### src/rtl/schedule_scoreboard_pkg.sv
// Shared decode constants and helpers for the schedule stage scoreboard.
// Opcode/funct7 values are reused by decode and execute.
package schedule_scoreboard_pkg;

  localparam logic [6:0] OP_LOAD       = 7'b0000011;
  localparam logic [6:0] OP_OP         = 7'b0110011;
  localparam logic [6:0] FUNCT7_MULDIV = 7'b0000001;

  localparam int unsigned NUM_REGS = 32;
  localparam int unsigned CNT_W    = 4;

  // One-hot vector for a register index.
  function automatic logic [NUM_REGS-1:0] reg_onehot(input logic [4:0] idx);
    reg_onehot = {{(NUM_REGS-1){1'b0}}, 1'b1} << idx;
  endfunction

  // Loads and M-extension mul/div complete after an unknown number of cycles.
  function automatic logic is_long_latency(input logic [6:0] opcode,
                                           input logic [6:0] funct7);
    is_long_latency = (opcode == OP_LOAD) ||
                      ((opcode == OP_OP) && (funct7 == FUNCT7_MULDIV));
  endfunction

endpackage

### src/rtl/sb_regmask.sv
// 32-bit busy-register mask: clear then set, set wins on the same bit,
// and x0 can never become busy.
module sb_regmask
  import schedule_scoreboard_pkg::*;
(
  input  logic                CLK,
  input  logic                RST,
  input  logic                CLR_EN,
  input  logic [4:0]          CLR_IDX,
  input  logic                SET_EN,
  input  logic [4:0]          SET_IDX,
  output logic [NUM_REGS-1:0] MASK
);

  logic [NUM_REGS-1:0] mask_r;
  logic [NUM_REGS-1:0] clr_vec_s;
  logic [NUM_REGS-1:0] set_vec_s;
  logic [NUM_REGS-1:0] mask_next_s;

  // Next mask: drop the written-back register, then add the newly issued one.
  always_comb begin
    clr_vec_s   = {NUM_REGS{1'b0}};
    set_vec_s   = {NUM_REGS{1'b0}};
    mask_next_s = mask_r;
    if (CLR_EN) begin
      clr_vec_s = reg_onehot(CLR_IDX);
    end else begin
      clr_vec_s = {NUM_REGS{1'b0}};
    end
    if (SET_EN) begin
      set_vec_s = reg_onehot(SET_IDX);
    end else begin
      set_vec_s = {NUM_REGS{1'b0}};
    end
    mask_next_s    = (mask_r & ~clr_vec_s) | set_vec_s;
    mask_next_s[0] = 1'b0;
  end

  // Mask register.
  always_ff @(posedge CLK) begin
    if (RST) begin
      mask_r <= {NUM_REGS{1'b0}};
    end else begin
      mask_r <= mask_next_s;
    end
  end

  assign MASK = mask_r;

endmodule

### src/rtl/schedule_scoreboard.sv
// Schedule stage issue controller: holds back candidates that read or write a
// register with an outstanding long-latency write, and tracks how many such
// writes are in flight.
module schedule_scoreboard
  import schedule_scoreboard_pkg::*;
#(
  parameter int MAX_PENDING = 4
) (
  input  logic        CLK,
  input  logic        RST,
  input  logic        FLUSH,
  input  logic        MEM_WAIT,
  input  logic        CHECK_VALID,
  input  logic [6:0]  CHECK_OPCODE,
  input  logic [6:0]  CHECK_FUNCT7,
  input  logic [4:0]  CHECK_RS1,
  input  logic [4:0]  CHECK_RS2,
  input  logic [4:0]  CHECK_RD,
  input  logic        CHECK_RS1_USE,
  input  logic        CHECK_RS2_USE,
  input  logic        CHECK_RD_WE,
  input  logic        WB_VALID,
  input  logic [4:0]  WB_RD,
  output logic        SCHEDULE_VALID,
  output logic        SCHEDULE_STALL,
  output logic [31:0] PENDING_MASK,
  output logic [3:0]  PENDING_CNT
);

  localparam logic [CNT_W-1:0] MAX_CNT = CNT_W'(MAX_PENDING);
  localparam logic [CNT_W-1:0] CNT_TOP = {CNT_W{1'b1}};

  logic [NUM_REGS-1:0] mask_s;
  logic [NUM_REGS-1:0] eff_busy_s;
  logic [CNT_W-1:0]    cnt_r;
  logic [CNT_W-1:0]    cnt_next_s;
  logic                sched_valid_r;
  logic                long_s;
  logic                hazard_s;
  logic                full_s;
  logic                issue_s;
  logic                stall_s;
  logic                wb_clr_s;
  logic                set_en_s;
  logic                inc_s;
  logic                dec_s;

  assign long_s = is_long_latency(CHECK_OPCODE, CHECK_FUNCT7);

  // Hazard/issue decision; a same-cycle writeback already resolves its register.
  always_comb begin
    eff_busy_s = mask_s;
    if (WB_VALID) begin
      eff_busy_s = mask_s & ~reg_onehot(WB_RD);
    end else begin
      eff_busy_s = mask_s;
    end
    hazard_s = (CHECK_RS1_USE & eff_busy_s[CHECK_RS1]) |
               (CHECK_RS2_USE & eff_busy_s[CHECK_RS2]) |
               (CHECK_RD_WE   & eff_busy_s[CHECK_RD]);
    full_s   = long_s & (cnt_r == MAX_CNT) & ~WB_VALID;
    issue_s  = CHECK_VALID & ~hazard_s & ~full_s & ~MEM_WAIT & ~FLUSH & ~RST;
    stall_s  = CHECK_VALID & ~issue_s & ~FLUSH & ~RST;
  end

  assign wb_clr_s = WB_VALID & (WB_RD != 5'd0);
  assign set_en_s = issue_s & long_s & CHECK_RD_WE;

  sb_regmask u_regmask (
    .CLK     (CLK),
    .RST     (RST),
    .CLR_EN  (wb_clr_s),
    .CLR_IDX (WB_RD),
    .SET_EN  (set_en_s),
    .SET_IDX (CHECK_RD),
    .MASK    (mask_s)
  );

  // Outstanding-write count: issue and writeback cancel; never below zero.
  always_comb begin
    inc_s      = set_en_s & (CHECK_RD != 5'd0);
    dec_s      = wb_clr_s & (cnt_r != {CNT_W{1'b0}});
    cnt_next_s = cnt_r;
    if (inc_s && !dec_s && (cnt_r != CNT_TOP)) begin
      cnt_next_s = cnt_r + {{(CNT_W-1){1'b0}}, 1'b1};
    end else if (dec_s && !inc_s) begin
      cnt_next_s = cnt_r - {{(CNT_W-1){1'b0}}, 1'b1};
    end else begin
      cnt_next_s = cnt_r;
    end
  end

  // Count and issued-slot registers; flush suppresses issue so the slot empties.
  always_ff @(posedge CLK) begin
    if (RST) begin
      cnt_r         <= {CNT_W{1'b0}};
      sched_valid_r <= 1'b0;
    end else begin
      cnt_r         <= cnt_next_s;
      sched_valid_r <= issue_s;
    end
  end

  assign SCHEDULE_VALID = sched_valid_r;
  assign SCHEDULE_STALL = stall_s;
  assign PENDING_MASK   = mask_s;
  assign PENDING_CNT    = cnt_r;

endmodule

### config.mk
export PLATFORM = sky130hd
export DESIGN_NAME = schedule_scoreboard
export DESIGN_NICKNAME = d
export VERILOG_FILES = /design/src/rtl/schedule_scoreboard_pkg.sv /design/src/rtl/sb_regmask.sv /design/src/rtl/schedule_scoreboard.sv
export SDC_FILE = /design/constraint.sdc
export NUM_CORES = 1
export LEC_CHECK = 0
export CORE_ASPECT_RATIO = 0.9
export CORE_MARGIN = 8
export CORE_UTILIZATION = 38
export DETAILED_ROUTE_END_ITERATION = 10
export PLACE_DENSITY_LB_ADDON = 0.08
export SLEW_MARGIN = 20
export SYNTH_ARGS = -nofsm -noshare
export SYNTH_HDL_FRONTEND = slang
export SYNTH_SLANG_ARGS = --single-unit
### constraint.sdc
create_clock -name CLK -period 4.15 [get_ports CLK]
set_clock_uncertainty 0.15 [all_clocks]
set_input_delay 0.415 -clock CLK [delete_from_list [all_inputs] [get_ports CLK]]
set_output_delay 0.415 -clock CLK [all_outputs]
set_load 0.005 [all_outputs]
==> results of run 1 <==
==> final cells by class <==
| type | instances | area share [%] |
|---|---|---|
| clock buffers | 5 | 1.437 |
| clock inverters | 3 | 0.3920 |
| inverters | 7 | 0.5487 |
| multi-input cells | 338 | 48.68 |
| flip-flops and latches | 36 | 15.05 |
| well taps | 99 | 2.587 |
| repair buffers | 171 | 31.30 |
==> sequential cells by signal, summed over array words and instances, names as in the netlist <==
register and cells:
u_regmask.MASK 31, PENDING_CNT 4, SCHEDULE_VALID 1
==> worst max-delay path, stage by stage <==
cell and delay (ns):
clkdlybuf4s50_1 0.49, buf_4 0.21, or2_2 0.21, o21ai_1 0.13
buf_4 0.15, a22o_1 0.20, or4_1 0.46, o22ai_1 0.15
buf_4 0.16, nor4_4 0.05, nor4b_1 0.26, clkdlybuf4s50_1 0.56
==> logic make-up after synthesis <==
logic type      count (synthesis)
compound gates                135
simple gates                  170
mux                            24
other cells                     1
xor+xnor                        5
flops                          36
buf+inv                        43
fa+ha+maj                       3
==> metal layers <==
metal	routed length, µm	vias up	GRT usage (%)
met5	0	-	0
met4	364	0	8.178
met3	1465	36	4.508
met2	6795	246	41.70
met1	6581	2022	34.05
li1	-	1918	-
==> layout by cell type, fill, tap and decap left out, types with 6 or more instances in the layout <==
master            n
nor2_1           14
a211oi_1          6
mux2i_1          12
nand2b_1          9
a21oi_1          37
o21ai_1           6
buf_4            91
o21ai_0          27
clkdlybuf4s50_1  77
mux2_2           11
nand3_1          35
dfxtp_1          36
nand2_1          15
nand4_1          17
nor2b_1          16
o211ai_1         13
nor3b_1           6
inv_1             6
nor3_1           15
==> through the flow <==
step / utilization (%) / std cells
after floorplan: - / 417
after global placement: 57.52 / 651
after detailed placement: 57.52 / 651
after CTS: 58.65 / 659
after global routing: 59.35 / 659
final: 59.35 / 659
==> synthesized netlist by cell type (all sizes together) (9+ instances only) <==
library cell / n
nand4: 18
nor2b: 16
nand3: 35
buf: 13
nor3: 15
nand2b: 9
clkbuf: 23
nand2: 16
nor2: 14
a21oi: 38
o21ai: 35
mux2: 11
o211ai: 13
dfxtp: 36
mux2i: 12
==> power by group <==
group / switching [mW] / internal, mW / total, mW
Combinational: 0.206 / 0.230 / 0.436
Sequential: 0.0318 / 0.366 / 0.398
Clock: 0.147 / 0.117 / 0.264
==> what timing repair did <==
action,4_1_cts,5_1_grt
endpoints found under the setup margin,1,2
pin swaps,0,5
gates cloned,0,0
resized for setup,2,17
==> path summary, 6_finish.rpt <==
kind / startpoint / endpoint / slack (ns) / cells after the start
setup / recovery: WB_RD[0] / SCHEDULE_STALL / 0.12 / 12
hold / removal: u_regmask.MASK[11]$_SDFF_PP0_ / u_regmask.MASK[11]$_SDFF_PP0_ / 0.41 / 2
setup reg to reg: u_regmask.MASK[10]$_SDFF_PP0_ / PENDING_CNT[3]$_SDFFE_PP0P_ / 0.69 / 13
hold reg to reg: u_regmask.MASK[11]$_SDFF_PP0_ / u_regmask.MASK[11]$_SDFF_PP0_ / 0.41 / 2
==> results.py, run 1 <==
metrics = {
    "yosys": {
        "synthesis.area_mm2": 0.003177,
        "netlist.area_leader.share_pct": 22.69,
        "synth-compound-area-share_pct": 27.85,
        "avgSynthCellArea_um2": 7.618,
        "synth_fa_ha_area_share_pct": 1.418,
        "yosysWarnings": 0,
        "synth-xor-area-share_pct": 1.378,
        "synth_ff_type": "dfxtp_1",
        "async_reset_ff_share_pct": 0,
        "muxShareOfSynthArea_pct": 8.389,
        "syn_nets": 463,
        "synth_seq_area_share_pct": 22.69,
        "synthTopCellsByArea": "dfxtp_1, a21oi_1, nand3_1",
        "synth_top_family_by_area": "simple AND/OR/NAND/NOR gates",
        "yosysTopAreaCell": "dfxtp_1",
        "ys_types": 69,
        "synthSimpleGateAreaFrac_pct": 32.49,
        "syn_inst": 417,
        "synth_edf_count": 0,
        "synth_seq_cells": 36,
    },
    "place": {
        "placed_area_mm2": 0.004641,
        "pre_cts_ws_ns": -0.3607,
        "dp_hpwl_um": 11700,
        "place.gp.congestion": 0.9963,
        "port_buffers": 79,
    },
    "sta": {
        "relSlewSlack_pct": 46.09,
        "hold_viol_final": 0,
        "fin_ws_ns": 0.1184,
        "rsz0062_at_grt": "false",
        "max_freq_ghz": 0.2480,
        "worstMarginPinSlew_ns": 0.8069,
        "tns_ns": 0,
        "timing.hold.ws_ns": 0.4126,
        "min_period_over_period_pct": 97.15,
        "drv_slew": 0,
        "timing.final.crit_period_ns": 4.032,
        "setup_viol": 0,
    },
    "clock_tree": {
        "cts_max_level": 2,
        "cts_sinks": 36,
        "holdBufCountCts": 0,
        "cts_root_buffer": "clkbuf_8",
        "clkTransAtPathRegs_ns": 0.08,
        "cts_tree": "built",
        "post-cts-setup-buffers": 0,
        "cts_buffer_depth": 2,
        "clk_latency_ns": 0.30,
        "cts-buffers-inserted": 5,
    },
    "routing": {
        "vias_per_cell": 6.407,
        "wl_per_cell_um": 23.08,
        "vias": 4222,
        "drt_pass1_iterations": 5,
        "drc": 0,
        "totalWireLength_um": 15210,
        "drt_iter0_drc": 409,
        "ant_nets": 0,
    },
    "cells_and_area": {
        "regArea_um2": 720.7,
        "nFillCells": 756,
        "antenna_cells": 0,
        "drive_above_1_share_pct": 23.21,
        "multiInputGateArea_mm2": 0.002331,
        "design_area_mm2": 0.004788,
        "synthToLayoutAreaGrowth_pct": 50.73,
        "layout.nets": 605,
    },
    "critical_path": {
        "path_max_fanout": 9,
        "critPathKind": "input pin to output port",
        "critPathRequiredTime_ns": 3.59,
        "critPathArrivalTime_ns": 3.47,
        "critPathLaunchType": "input pin",
        "endpoint_kind": "output port",
    },
    "floorplanning": {
        "die_width_um": 112.4,
        "dieArea_mm2": 0.01155,
        "fp.dieH_um": 102.7,
        "core_area_mm2": 0.008068,
        "ioPinCount": 81,
        "start_util_pct": 39.38,
        "rows": 31,
    },
    "power": {
        "finalPower_mw": 1.097,
        "leakage_nw": 1.662,
        "peakVddDrop_uv": 137.5,
        "powerDensity_mw_per_mm2": 229.2,
    },
    "grt": {
        "grtUsageTotal_pct": 25.70,
        "grt.overflow.total": 0,
        "grt_pass1_wl_um": 23000,
        "antenna_found_initial": 0,
        "grt_max_degree": 41,
        "first_global_vias": 4028,
    },
    "run_status": {
        "status": "finished clean",
    },
    "hold_path": {
        "hp-class": "flop to flop",
    },
    "job": {
        "drv_cap": 0,
    },
}
Power figures use the tool's default switching activity.
==> run 2: changes to the inputs <==
--- a/config.mk
+++ b/config.mk
@@ -10,6 +10,7 @@
 export CORE_UTILIZATION = 38
 export DETAILED_ROUTE_END_ITERATION = 10
 export PLACE_DENSITY_LB_ADDON = 0.08
+export REMOVE_ABC_BUFFERS = 1
 export SLEW_MARGIN = 20
 export SYNTH_ARGS = -nofsm -noshare
 export SYNTH_HDL_FRONTEND = slang
==> run 2 against run 1 <==
  * Sequential share of layout area rose by 0.17 points
  * Routed wire length increased by 0.53%
  * First-iteration DRC count decreased by 5.1%
  * Largest cell class unchanged
  * Largest power group unchanged
==> results.py, run 2 (synthesis gave the netlist of run 1 again) <==
metrics = {
    "place": {
        "placed_area_mm2": 0.004631,
        "place.gp.congestion": 0.9558,
        "port_buffers": 79,
        "dp_hpwl_um": 11860,
    },
    "routing": {
        "wl_per_cell_um": 23.27,
        "top_layer": "met4",
        "wl_met2_um": 6704,
        "drt_pass1_iterations": 5,
        "ant_nets": 0,
        "vias_per_cell": 6.405,
        "drc": 0,
        "totalWireLength_um": 15290,
        "route.met3.wl_um": 1477,
        "vias": 4208,
        "m1WireLength_um": 6851,
        "drt_iter0_drc": 388,
    },
    "power": {
        "leakage_nw": 1.649,
        "powerDensity_mw_per_mm2": 238.5,
        "peakVddDrop_uv": 299.5,
    },
    "clock_tree": {
        "cts_root_buffer": "clkbuf_8",
        "cts-buffers-inserted": 5,
        "cts_buffer_depth": 2,
        "cts_max_level": 2,
        "clkTransAtPathRegs_ns": 0.08,
        "post-cts-setup-buffers": 0,
        "cts_tree": "built",
        "clk_latency_ns": 0.30,
        "cts_sinks": 36,
    },
    "cells_and_area": {
        "layout_common_cells": "buf_4, clkdlybuf4s50_1, a21oi_1",
        "drive_above_1_share_pct": 21.36,
        "nFillCells": 768,
        "design_area_mm2": 0.004735,
        "layout.nets": 602,
        "final_util_pct": 58.68,
        "synthToLayoutAreaGrowth_pct": 49.04,
        "final_common_cell": "buf_4",
        "largest_reg_flops": 31,
    },
    "critical_path": {
        "r2r_slack_ns": 0.74,
        "critPathArrivalTime_ns": 4.04,
        "critPathLaunchType": "input pin",
        "critPathRequiredTime_ns": 4.19,
        "path_max_fanout": 4,
        "critPathKind": "input pin to flop",
        "endpoint_kind": "flop",
    },
    "hold_path": {
        "hp-class": "flop to flop",
    },
    "floorplanning": {
        "die_width_um": 112.4,
        "start_util_pct": 39.38,
        "core_area_mm2": 0.008068,
        "rows": 31,
        "fp.dieH_um": 102.7,
        "dieArea_mm2": 0.01155,
        "ioPinCount": 81,
    },
    "sta": {
        "worstMarginPinSlew_ns": 0.8368,
        "relSlewSlack_pct": 44.09,
        "timing.hold.ws_ns": 0.3876,
        "min_period_over_period_pct": 96.39,
        "timing.final.crit_period_ns": 4.000,
        "drv_slew": 0,
        "rsz0062_at_grt": "false",
        "max_freq_ghz": 0.2500,
        "hold_viol_final": 0,
        "setup_viol": 0,
    },
    "grt": {
        "grt_max_degree": 41,
        "grtUsageTotal_pct": 25.89,
        "grt.overflow.total": 0,
        "first_global_vias": 4167,
        "grt_pass1_wl_um": 23230,
        "antenna_found_initial": 0,
    },
    "run_status": {
        "status": "finished clean",
    },
    "job": {
        "drv_cap": 0,
    },
}
==> run 2: changes by cell type in the layout (fill, tap and decap cells not counted), moves of 2 or more <==
cell | previous run | this run
buf_4 | 91 | 87
o2111ai_1 | 5 | 7
o2111ai_2 | 2 | 0
o21ai_0 | 27 | 29
==> run 2: worst max-delay path, stage by stage <==
cell,delay [ns]
clkdlybuf4s50_1,0.47
or4b_1,0.67
o2111ai_1,0.27
a311oi_1,0.12
o31ai_1,0.29
nand4_2,0.20
nor4_4,0.32
nand2_1,0.11
ha_1,0.28
a21o_1,0.18
a21oi_1,0.17
nand2_1,0.07
mux2i_1,0.14
mux2_2,0.34
==> run 2: final timing paths <==
kind / end / cells after the start / start
hold / removal: u_regmask.MASK[15]$_SDFF_PP0_ / 2 / u_regmask.MASK[15]$_SDFF_PP0_
hold reg to reg: u_regmask.MASK[15]$_SDFF_PP0_ / 2 / u_regmask.MASK[15]$_SDFF_PP0_
setup / recovery: PENDING_CNT[3]$_SDFFE_PP0P_ / 14 / WB_RD[4]
setup reg to reg: PENDING_CNT[3]$_SDFFE_PP0P_ / 13 / u_regmask.MASK[11]$_SDFF_PP0_
==> run 2: layout make-up <==
cell class	instances	area [µm²]	area share (%)
diodes	1	2.502	0.05285
clock buffers	6	82.58	1.744
clock inverters	2	10.01	0.2114
inverters	7	26.28	0.5550
multi-input cells	338	2282	48.20
flip-flops and latches	36	720.7	15.22
well taps	99	123.9	2.616
repair buffers	168	1486	31.40
==> run 2: metal layers <==
| metal | track usage (%) | up-vias |
|---|---|---|
| li1 | - | 1919 |
| met1 | 33.82 | 2014 |
| met2 | 40.73 | 248 |
| met3 | 6.850 | 27 |
| met4 | 8.075 | 0 |
| met5 | 1.327 | - |
==> run 2: stage by stage <==
step	power, mW	worst slack [ns]	std cells	setup TNS (ns)
final	1.129	0.1497	657	0
after global routing	1.189	0.001239	656	0
after CTS	1.121	0.01374	656	0
after detailed placement	0.8539	-0.1637	648	-0.1923
after global placement	0.8482	-0.09237	648	-0.09936
after floorplan	0.5902	0.3462	381	0
==> run 2: power breakdown <==
| part | switching (mW) | total [mW] | leakage (nW) | internal [mW] |
|---|---|---|---|---|
| Clock | 0.140 | 0.273 | 0.0510 | 0.133 |
| Combinational | 0.216 | 0.455 | 1.31 | 0.239 |
| Sequential | 0.0360 | 0.402 | 0.290 | 0.366 |
==> run 2: what timing repair did <==
| action | CTS | global route |
|---|---|---|
| hold buffers | 0 | 0 |
| gates resized for setup | 1 | 7 |
| setup endpoints to repair | 1 | 3 |
